File: config.mk
export PLATFORM = sky130hd
export DESIGN_NAME = lcd1602_controller
export DESIGN_NICKNAME = d
export VERILOG_FILES = /design/src/rtl/lcd1602_controller_pkg.sv /design/src/rtl/lcd_byte_writer.sv /design/src/rtl/lcd1602_controller.sv
export SDC_FILE = /design/constraint.sdc
export NUM_CORES = 1
export LEC_CHECK = 0
export CAP_MARGIN = 20
export CORE_UTILIZATION = 45
export CTS_BUF_LIST = sky130_fd_sc_hd__clkbuf_8
export DETAILED_ROUTE_END_ITERATION = 16
export PLACE_DENSITY = 0.72
export SYNTH_ARGS = -nofsm -noshare
export SYNTH_HDL_FRONTEND = slang
export SYNTH_SLANG_ARGS = --single-unit
File: constraint.sdc
create_clock -name clk -period 3.9 [get_ports clk]
set_input_delay 0.585 -clock clk [delete_from_list [all_inputs] [get_ports clk]]
set_output_delay 0.585 -clock clk [all_outputs]
set_load 0.05 [all_outputs]
File: src/rtl/lcd1602_controller_pkg.sv
// Shared types and constants for the HD44780 16x2 LCD controller and its byte writer.
package lcd_pkg;

   typedef enum logic [2:0] {
      PWR_WAIT = 3'd0,
      INIT     = 3'd1,
      IDLE     = 3'd2,
      ADDR     = 3'd3,
      CHAR     = 3'd4
   } lcd_state_e;

   typedef enum logic [1:0] {
      WR_IDLE = 2'd0,
      WR_EN   = 2'd1,
      WR_GAP  = 2'd2
   } wr_phase_e;

   localparam logic [7:0] FUNC_SET    = 8'h38;
   localparam logic [7:0] DISP_ON     = 8'h0C;
   localparam logic [7:0] CLEAR       = 8'h01;
   localparam logic [7:0] ENTRY       = 8'h06;
   localparam logic [7:0] ROW0        = 8'h80;
   localparam logic [7:0] ROW1        = 8'hC0;
   localparam logic [7:0] ASCII_SPACE = 8'h20;

   localparam logic [255:0] BLANK_ROWS = {32{ASCII_SPACE}};

   // Init command issued at each of the four init steps.
   function automatic logic [7:0] init_cmd(input logic [1:0] step);
      logic [7:0] cmd;
      case (step)
         2'd0:    cmd = FUNC_SET;
         2'd1:    cmd = DISP_ON;
         2'd2:    cmd = CLEAR;
         default: cmd = ENTRY;
      endcase
      return cmd;
   endfunction

   // {top,bottom} packs column 0 of row 0 in the top byte, so byte n lives at 255-8n.
   function automatic logic [7:0] row_byte(input logic [255:0] rows,
                                           input logic         row,
                                           input logic [3:0]   col);
      logic [7:0] pos;
      pos = 8'd255 - {row, col, 3'b000};
      return rows[pos -: 8];
   endfunction

endpackage

File: src/rtl/lcd_byte_writer.sv
// Drives one LCD bus transfer: enable high for EN_CYC, then low for GAP_CYC or CLR_CYC.
module lcd_byte_writer
   import lcd_pkg::*;
#(
   parameter int EN_CYC  = 10,
   parameter int GAP_CYC = 500,
   parameter int CLR_CYC = 20000,
   parameter int CNT_W   = 16
) (
   input  logic       clk,
   input  logic       rst,
   input  logic       start,
   input  logic       req_rs,
   input  logic [7:0] req_data,
   input  logic       long_gap,
   output logic       done,
   output logic       lcd_en,
   output logic       lcd_rs,
   output logic [7:0] lcd_data
);

   localparam logic [CNT_W-1:0] EN_LAST  = CNT_W'(EN_CYC - 1);
   localparam logic [CNT_W-1:0] GAP_LAST = CNT_W'(GAP_CYC - 1);
   localparam logic [CNT_W-1:0] CLR_LAST = CNT_W'(CLR_CYC - 1);

   wr_phase_e        phase_r;
   logic [CNT_W-1:0] cnt_r;
   logic             en_r;
   logic             rs_r;
   logic [7:0]       data_r;
   logic             long_r;
   logic [CNT_W-1:0] gap_last_s;
   logic             done_s;
   logic             load_s;

   // Gap length and handshake; a new request is taken in the last gap cycle so transfers abut.
   always_comb begin
      if (long_r) begin
         gap_last_s = CLR_LAST;
      end else begin
         gap_last_s = GAP_LAST;
      end
      done_s = (phase_r == WR_GAP) && (cnt_r == gap_last_s);
      load_s = start && ((phase_r == WR_IDLE) || done_s);
   end

   // Transfer phase, timing counter and the latched bus values.
   always_ff @(posedge clk) begin
      if (rst) begin
         phase_r <= WR_IDLE;
         cnt_r   <= '0;
         en_r    <= 1'b0;
         rs_r    <= 1'b0;
         data_r  <= 8'h00;
         long_r  <= 1'b0;
      end else if (load_s) begin
         phase_r <= WR_EN;
         cnt_r   <= '0;
         en_r    <= 1'b1;
         rs_r    <= req_rs;
         data_r  <= req_data;
         long_r  <= long_gap;
      end else begin
         case (phase_r)
            WR_EN: begin
               if (cnt_r == EN_LAST) begin
                  en_r    <= 1'b0;
                  phase_r <= WR_GAP;
                  cnt_r   <= '0;
               end else begin
                  cnt_r <= cnt_r + CNT_W'(1);
               end
            end
            WR_GAP: begin
               if (done_s) begin
                  phase_r <= WR_IDLE;
                  cnt_r   <= '0;
               end else begin
                  cnt_r <= cnt_r + CNT_W'(1);
               end
            end
            WR_IDLE: begin
               cnt_r <= '0;
            end
            default: begin
               phase_r <= WR_IDLE;
               cnt_r   <= '0;
               en_r    <= 1'b0;
            end
         endcase
      end
   end

   assign done     = done_s;
   assign lcd_en   = en_r;
   assign lcd_rs   = rs_r;
   assign lcd_data = data_r;

endmodule

File: src/rtl/lcd1602_controller.sv
// 16x2 HD44780 sequencer: power-up wait, init commands, then tear-free row rewrites on change or force.
module lcd1602_controller
   import lcd_pkg::*;
#(
   parameter int PWR_CYC = 400000,
   parameter int EN_CYC  = 10,
   parameter int GAP_CYC = 500,
   parameter int CLR_CYC = 20000
) (
   input  logic         clk,
   input  logic         rst,
   input  logic [127:0] top,
   input  logic [127:0] bottom,
   input  logic         force_req,
   output logic         ready,
   output logic         lcd_en,
   output logic         lcd_rs,
   output logic         lcd_rw,
   output logic [7:0]   lcd_data
);

   localparam int CNT_W = $clog2(((PWR_CYC > CLR_CYC) ? PWR_CYC : CLR_CYC) + 1);
   localparam logic [CNT_W-1:0] PWR_LAST = CNT_W'(PWR_CYC - 1);

   lcd_state_e       state_r, nxt_state_s;
   logic [1:0]       step_r, nxt_step_s;
   logic             row_r, nxt_row_s;
   logic [3:0]       col_r, nxt_col_s;
   logic [CNT_W-1:0] pwr_cnt_r;
   logic [255:0]     snap_r;
   logic [255:0]     shadow_r;
   logic             ready_r;
   logic [255:0]     rows_s;

   logic             start_s;
   logic             req_rs_s;
   logic [7:0]       req_data_s;
   logic             long_gap_s;
   logic             snap_load_s;
   logic             shadow_init_s;
   logic             shadow_copy_s;
   logic             wr_done_s;

   assign rows_s = {top, bottom};

   // Next state plus the request for the following transfer, raised on the cycle the current one ends.
   always_comb begin
      nxt_state_s   = state_r;
      nxt_step_s    = step_r;
      nxt_row_s     = row_r;
      nxt_col_s     = col_r;
      start_s       = 1'b0;
      req_rs_s      = 1'b0;
      req_data_s    = 8'h00;
      long_gap_s    = 1'b0;
      snap_load_s   = 1'b0;
      shadow_init_s = 1'b0;
      shadow_copy_s = 1'b0;
      case (state_r)
         PWR_WAIT: begin
            if (pwr_cnt_r == PWR_LAST) begin
               nxt_state_s = INIT;
               nxt_step_s  = 2'd0;
               start_s     = 1'b1;
               req_data_s  = init_cmd(2'd0);
            end else begin
               nxt_state_s = PWR_WAIT;
            end
         end
         INIT: begin
            if (!wr_done_s) begin
               nxt_state_s = INIT;
            end else if (step_r == 2'd3) begin
               nxt_state_s   = IDLE;
               shadow_init_s = 1'b1;
            end else begin
               nxt_step_s = step_r + 2'd1;
               start_s    = 1'b1;
               req_data_s = init_cmd(step_r + 2'd1);
               long_gap_s = ((step_r + 2'd1) == 2'd2);
            end
         end
         IDLE: begin
            if (force_req || (rows_s != shadow_r)) begin
               nxt_state_s = ADDR;
               nxt_row_s   = 1'b0;
               snap_load_s = 1'b1;
               start_s     = 1'b1;
               req_data_s  = ROW0;
            end else begin
               nxt_state_s = IDLE;
            end
         end
         ADDR: begin
            if (wr_done_s) begin
               nxt_state_s = CHAR;
               nxt_col_s   = 4'd0;
               start_s     = 1'b1;
               req_rs_s    = 1'b1;
               req_data_s  = row_byte(snap_r, row_r, 4'd0);
            end else begin
               nxt_state_s = ADDR;
            end
         end
         CHAR: begin
            if (!wr_done_s) begin
               nxt_state_s = CHAR;
            end else if (col_r != 4'd15) begin
               nxt_col_s  = col_r + 4'd1;
               start_s    = 1'b1;
               req_rs_s   = 1'b1;
               req_data_s = row_byte(snap_r, row_r, col_r + 4'd1);
            end else if (row_r == 1'b0) begin
               nxt_state_s = ADDR;
               nxt_row_s   = 1'b1;
               start_s     = 1'b1;
               req_data_s  = ROW1;
            end else begin
               nxt_state_s   = IDLE;
               shadow_copy_s = 1'b1;
            end
         end
         default: begin
            nxt_state_s = PWR_WAIT;
         end
      endcase
   end

   // FSM registers, power-up counter and the registered ready flag.
   always_ff @(posedge clk) begin
      if (rst) begin
         state_r   <= PWR_WAIT;
         step_r    <= 2'd0;
         row_r     <= 1'b0;
         col_r     <= 4'd0;
         pwr_cnt_r <= '0;
         ready_r   <= 1'b0;
      end else begin
         state_r <= nxt_state_s;
         step_r  <= nxt_step_s;
         row_r   <= nxt_row_s;
         col_r   <= nxt_col_s;
         ready_r <= (nxt_state_s == IDLE);
         if ((state_r == PWR_WAIT) && (pwr_cnt_r != PWR_LAST)) begin
            pwr_cnt_r <= pwr_cnt_r + CNT_W'(1);
         end else begin
            pwr_cnt_r <= '0;
         end
      end
   end

   // Snapshot freezes the frame being written; shadow remembers what the panel shows.
   always_ff @(posedge clk) begin
      if (rst) begin
         snap_r   <= BLANK_ROWS;
         shadow_r <= BLANK_ROWS;
      end else begin
         if (snap_load_s) begin
            snap_r <= rows_s;
         end
         if (shadow_init_s) begin
            shadow_r <= BLANK_ROWS;
         end else if (shadow_copy_s) begin
            shadow_r <= snap_r;
         end
      end
   end

   lcd_byte_writer #(
      .EN_CYC  (EN_CYC),
      .GAP_CYC (GAP_CYC),
      .CLR_CYC (CLR_CYC),
      .CNT_W   (CNT_W)
   ) u_writer (
      .clk      (clk),
      .rst      (rst),
      .start    (start_s),
      .req_rs   (req_rs_s),
      .req_data (req_data_s),
      .long_gap (long_gap_s),
      .done     (wr_done_s),
      .lcd_en   (lcd_en),
      .lcd_rs   (lcd_rs),
      .lcd_data (lcd_data)
   );

   assign lcd_rw = 1'b0;
   assign ready  = ready_r;

endmodule

==> results.toml, run 1 <==
[status]
status = "finished clean"

[clocking]
cts_tree = "built"
cts_hold_buf = 0
numCtsBuffers = 100
cts.clk_slew.worst_paths_ns = 0.06
cts.sinks = 574
cts_root_buf = "clkbuf_8"
worstSkewPairLatency_ns = 0.75
htree_levels = 3
clock_path_buffers = 3

[floorplan]
die_y_um = 243
start_util = 0.455
die_x_um = 243
die_area_sq_um = 59200
coreArea_sq_um = 57600
boundaryPins = 271
row_count = 88

[sta]
fin_crit_ns = 3.82
finalClockSkew_ns = 0.0465
min_period_over_period = 0.980
maxSlewHeadroom = 0.392
timing_hold_violations_final = 0
slew_violations = 0
tightest_slew_ns = 0.913
setup_viol = 0
rsz0062_at_grt = "no"
timing.fmax_mhz = 262
whs_ns = 0.294

[synth]
synthMuxAreaShare = 0.160
synth.avg_cell_area_sq_um = 8.99
yosysWarnings = 0
synth-edff-count = 0
yosys.area.top_type = "dfxtp_1"
ys_seq_area_frac = 0.438
synth.area.top_cells = "dfxtp_1 (44%), mux2i_1 (9.3%), nand2_1 (7.7%), mux4_2 (6.6%), a21oi_1 (4.6%)"
synthXorXnorAreaFrac = 0.0598
ys_types = 65
synth_fa_ha_area_frac = 0.00620
netlist_top_cells_count = "dfxtp_1 (574), nand2_1 (541), nor2_1 (297)"
synth.net_count = 3190
yosysMostFrequentCell = "dfxtp_1"
synth_top_family_by_area = "simple AND/OR/NAND/NOR gates"
yosys.area_share.simple = 0.198
synth_top_flop_cell = "dfxtp_1"
synth_compound_area_frac = 0.0943
syn_inst = 2918
syn-cell-area_sq_um = 26200
synthArstFlopShare = 0
ys_ff_latch = 574
synth.top_cell.area_share = 0.438

[routing]
antenna_left = 0
drt_iter0_markers = 2505
post_drt_wl_per_cell_um = 23.9
drc = 0
avgViaCountPerCell = 5.73
dr.pass1.iters = 7
vias = 23800
drt-total-wl_um = 99400

[grt]
grt_max_degree = 136
grt_pass1_vias = 22300
grt-ovfl-total = 0
antenna_found_initial = 3
grt_pass1_wl_um = 144000
grtUsageTotal = 0.328

[critical_path]
endpoint_kind = "register"
r2r-start = "shadow_r[82]"
startpoint_type = "input pin"
criticalPathCategory = "in -> reg"
required_ns = 4.47
critPathLaunch = "top[53]"
path_max_fanout = 17
cp.arrival_ns = 4.39

[placed_design]
dp_hpwl_um = 75000
portBuffers = 269
gp_congestion = 1.08

[hold_path]
hp-start = "bottom[73]"
hold_class = "in -> reg"

[power_and_ir_drop]
p_per_area_nw_per_um2 = 375
p_total_w = 0.0124
peakVddDrop_v = 0.000247
leakage_nw = 13.8

[finish]
drive_gt1_frac = 0.139
num-fill-cells = 5052
fin_nets = 3586
area_growth_syn_to_layout_pct = 26.3

[run]
maxCapViolations = 0
-- registers in the layout (all words and copies together) (netlist names), 2 cells and up --
register,flops
shadow_r,256
col_r,4
pwr_cnt_r,19
u_writer.phase_r,2
u_writer.cnt_r,19
state_r,3
snap_r,256
step_r,2
u_writer.lcd_data,8
-- stage by stage --
step           instance area [sq um]  worst slack [ns]  instances  setup TNS, ns   util
4_1_cts                        33000           0.00441       4147              0  0.573
6_report                       33100            0.0769       4153              0  0.575
3_3_place_gp                   31000            -0.667       3973        -174.97  0.538
3_5_place_dp                   31000            -0.762       3973        -192.85  0.538
2_1_floorplan                  26200             0.392       2918              0      -
5_1_grt                        33100            0.0208       4153              0  0.575
-- routing by layer --
layer | GRT usage | part of all wire
met5 | 0 | 0.00030
met4 | 0.202 | 0.065
met3 | 0.0727 | 0.095
met2 | 0.499 | 0.44
met1 | 0.422 | 0.40
-- placed cells by master (no fill, tap or decap), drive strengths merged, types with 5 or more instances in the layout --
master           n
and3            38
clkbuf         127
nor4            34
mux4            77
nand4           44
a21oi          243
o2111a           5
clkdlybuf4s50  261
ha              13
o2111ai          8
dlymetal6s2s     7
a2111oi         17
inv            115
a2111o           9
dfxtp          574
xnor2           98
nor2           297
o21ai            9
a211o           33
a22o             5
clkinv          12
o211ai          11
nand2b          34
nand2          541
mux2i          244
xor2            81
o22ai           27
nor3            29
buf            210
nand3           43
nor2b           83
-- cell families (layout without fill, tap and decap cells) --
family	after synthesis	count (layout)
other cells	1	3
buf+inv	267	735
compound gates	396	396
xor+xnor	179	179
flops	574	574
fa+ha+maj	13	13
simple gates	1166	1166
mux	322	322
-- report_power, final --
group | switching (W) | internal, W | leakage (nW)
Sequential | 0.00000595 | 0.00587 | 4.62
Clock | 0.00259 | 0.00305 | 1.16
Combinational | 0.000480 | 0.000409 | 8.00
Total | 0.00308 | 0.00933 | 13.8
-- critical path: stages --
cell	delay (ns)
clkdlybuf4s50_1	0.47
nor2b_1	0.21
a2111oi_0	0.45
buf_4	0.18
nand4_1	0.05
or4_1	0.49
or4_1	0.48
or4_4	0.51
buf_4	0.16
nand2_4	0.11
buf_12	0.19
buf_12	0.19
mux2i_1	0.23
nor2_1	0.06
-- cell type report --
cell class	count	area (sq um)	share of cell area
clock inverters	47	282	0.00850
inverters	83	312	0.00941
multi-input cells	2077	13700	0.414
well taps	765	957	0.0289
flip-flops and latches	574	11500	0.347
repair buffers	478	4600	0.139
diodes	2	5.00	0.000151
clock buffers	127	1750	0.0528
-- final timing paths --
path	slack, ns	to	cells after the start
worst max-delay path	0.08	snap_r[220]	14
worst min-delay path	0.29	snap_r[73]	3
worst max register to register	0.11	snap_r[220]	13
worst min register to register	0.45	shadow_r[115]	2
-- timing repair --
item / CTS / global route
setup endpoints to repair: 10 / 274
endpoints found under the hold margin: 0 / 0
resized for setup: 1 / 23
buffers inserted: 0 / 4
Note: power is estimated with default switching activity, not from simulation.
==> run 2: changes to the inputs <==
CORE_UTILIZATION = 33   (was 45)
PLACE_DENSITY = 0.57   (was 0.72)
==> run 2 against run 1 <==
Against the previous run: die area is 36% higher; largest power group is now clock; sequential share of layout area is 0.97 points lower; critical path type unchanged; largest cell class unchanged; global-route usage is 5.9 points lower; maximum frequency is 0.81% lower; utilization is 14 points lower.
==> results.toml, run 2 (synthesis results as in run 1) <==
[grt]
grt_pass1_vias = 22300
antenna_found_initial = 4
grtUsageTotal = 0.269
grt_pass1_wl_um = 158000
grt_max_degree = 155
grt-ovfl-total = 0

[critical_path]
endpoint_kind = "register"
path_buf_inv = 4
startpoint_type = "input pin"
cp.arrival_ns = 4.46
critical-path-max-stage-delay_ns = 0.61
slowest_stage = "clkdlybuf4s50_1"
required_ns = 4.50
path_max_fanout = 10
crit_chain = "clkdlybuf4s50_1 > inv_1 > a221oi_1 > nand4_1 > or4_4 > or4_1 > or4_4 > buf_4 > nand2_8 > buf_12 > o211ai_1 > a32o_1"
criticalPathCategory = "in -> reg"
crit_path_frequent_cell = "or4_4"
path_delay_family = "simple AND/OR/NAND/NOR gates"

[placed_design]
dp_slack_ns = -0.824
gp_congestion = 1.07
placed_cells_incl_taps = 4265
portBuffers = 269
dp_hpwl_um = 84200
placed_area_sq_um = 31500

[sta]
rsz0062_at_grt = "yes"
timing_hold_violations_final = 0
fin_crit_ns = 3.85
finalClockSkew_ns = 0.0682
maxSlewHeadroom = 0.336
setup_viol = 0
min_period_over_period = 0.988
timing.fmax_mhz = 259
setup-tns-final_ns = 0
slew_violations = 0
fin_ws_ns = 0.0458
tightest_slew_ns = 0.996

[clocking]
cts_root_buf = "clkbuf_8"
cts_tree = "built"
cts.clk_slew.worst_paths_ns = 0.06
cts.sinks = 574
numCtsBuffers = 102
clock_path_buffers = 3
worstSkewPairLatency_ns = 0.76
htree_levels = 3

[finish]
final_area_sq_um = 34100
mostFrequentLayoutCell = "dfxtp_1"
layout_common_cells = "dfxtp_1 (573), nand2_1 (540), nor2_1 (297), clkdlybuf4s50_1 (260), a21oi_1 (243)"
area_growth_syn_to_layout_pct = 29.9
drive_gt1_frac = 0.148
fin_nets = 3616
stdcell_count = 4470
top_regs = "shadow_r x256, snap_r x256"

[routing]
drc = 0
avgViaCountPerCell = 5.27
drt-total-wl_um = 112000
antenna_left = 0
vias = 23600
dr.pass1.iters = 5
post_drt_wl_per_cell_um = 25.0
drt_iter0_markers = 2579

[run]
maxCapViolations = 0

[floorplan]
die_y_um = 284
die_area_sq_um = 80600
start_util = 0.336
boundaryPins = 271
coreArea_sq_um = 78000
die_x_um = 284
row_count = 102

[status]
status = "finished clean"

[hold_path]
hold_class = "in -> reg"

[power_and_ir_drop]
peakVddDrop_v = 0.000225
leakage_nw = 14.1
p_per_area_nw_per_um2 = 374
==> run 2: timing repair <==
action / 4_1_cts / 5_1_grt
resized for setup: 6 / 42
hold buffers: 0 / 0
pin swaps: 0 / 5
setup endpoints to repair: 140 / 288
gates cloned: 0 / 10
buffers inserted: 0 / 5
==> run 2: final cells by class <==
type	count	area [sq um]
fill	7675	43900
multi-input combinational	2077	13800
sequential	574	11500
timing repair buffer	506	5010
clock buffer	129	1780
tap	1040	1300
clock inverter	58	377
inverter	83	312
antenna	3	7.51
==> run 2: final timing paths <==
kind	slack, ns	cells after the start	end	startpoint
hold reg to reg	0.45	2	shadow_r[168]	shadow_r[168]
setup / recovery	0.05	12	u_writer.lcd_data[7]	bottom[2]
hold / removal	0.19	2	snap_r[248]	rst
setup reg to reg	0.07	11	u_writer.lcd_data[7]	shadow_r[198]
==> run 2: stage by stage <==
step,util,total power (W),hold slack [ns]
3_5_place_dp,0.403,0.00693,0.444
6_report,0.437,0.0127,0.185
3_3_place_gp,0.403,0.00694,0.439
4_1_cts,0.431,0.0128,0.142
5_1_grt,0.437,0.0131,0.182
2_1_floorplan,-,0.00623,0.432
==> run 2: report_power, final <==
| part | leakage (nW) | total [W] | internal, W | switching [W] |
|---|---|---|---|---|
| registers | 4.62 | 0.00587 | 0.00587 | 0.00000595 |
| logic | 8.23 | 0.000954 | 0.000430 | 0.000524 |
| clock network | 1.26 | 0.00591 | 0.00320 | 0.00271 |
| total | 14.1 | 0.0127 | 0.00950 | 0.00324 |
==> run 2: worst register-to-register path, delay by kind of cell (launching register included) <==
kind	cells	cell delay (ns)
buffers and inverters	2	0.37
and+or+nand+nor	6	2.10
AOI/OAI and AO/OA	3	0.89
DFF	1	0.32
==> run 2: per-layer routing <==
metal	GRT usage	wire, um	share of wire	up-vias
met1	0.363	47600	0.43	11500
met4	0.123	5300	0.048	2
met2	0.418	50100	0.45	1017
met3	0.0461	8550	0.077	192
li1	-	-	-	10900
met5	0	13	0.00012	-
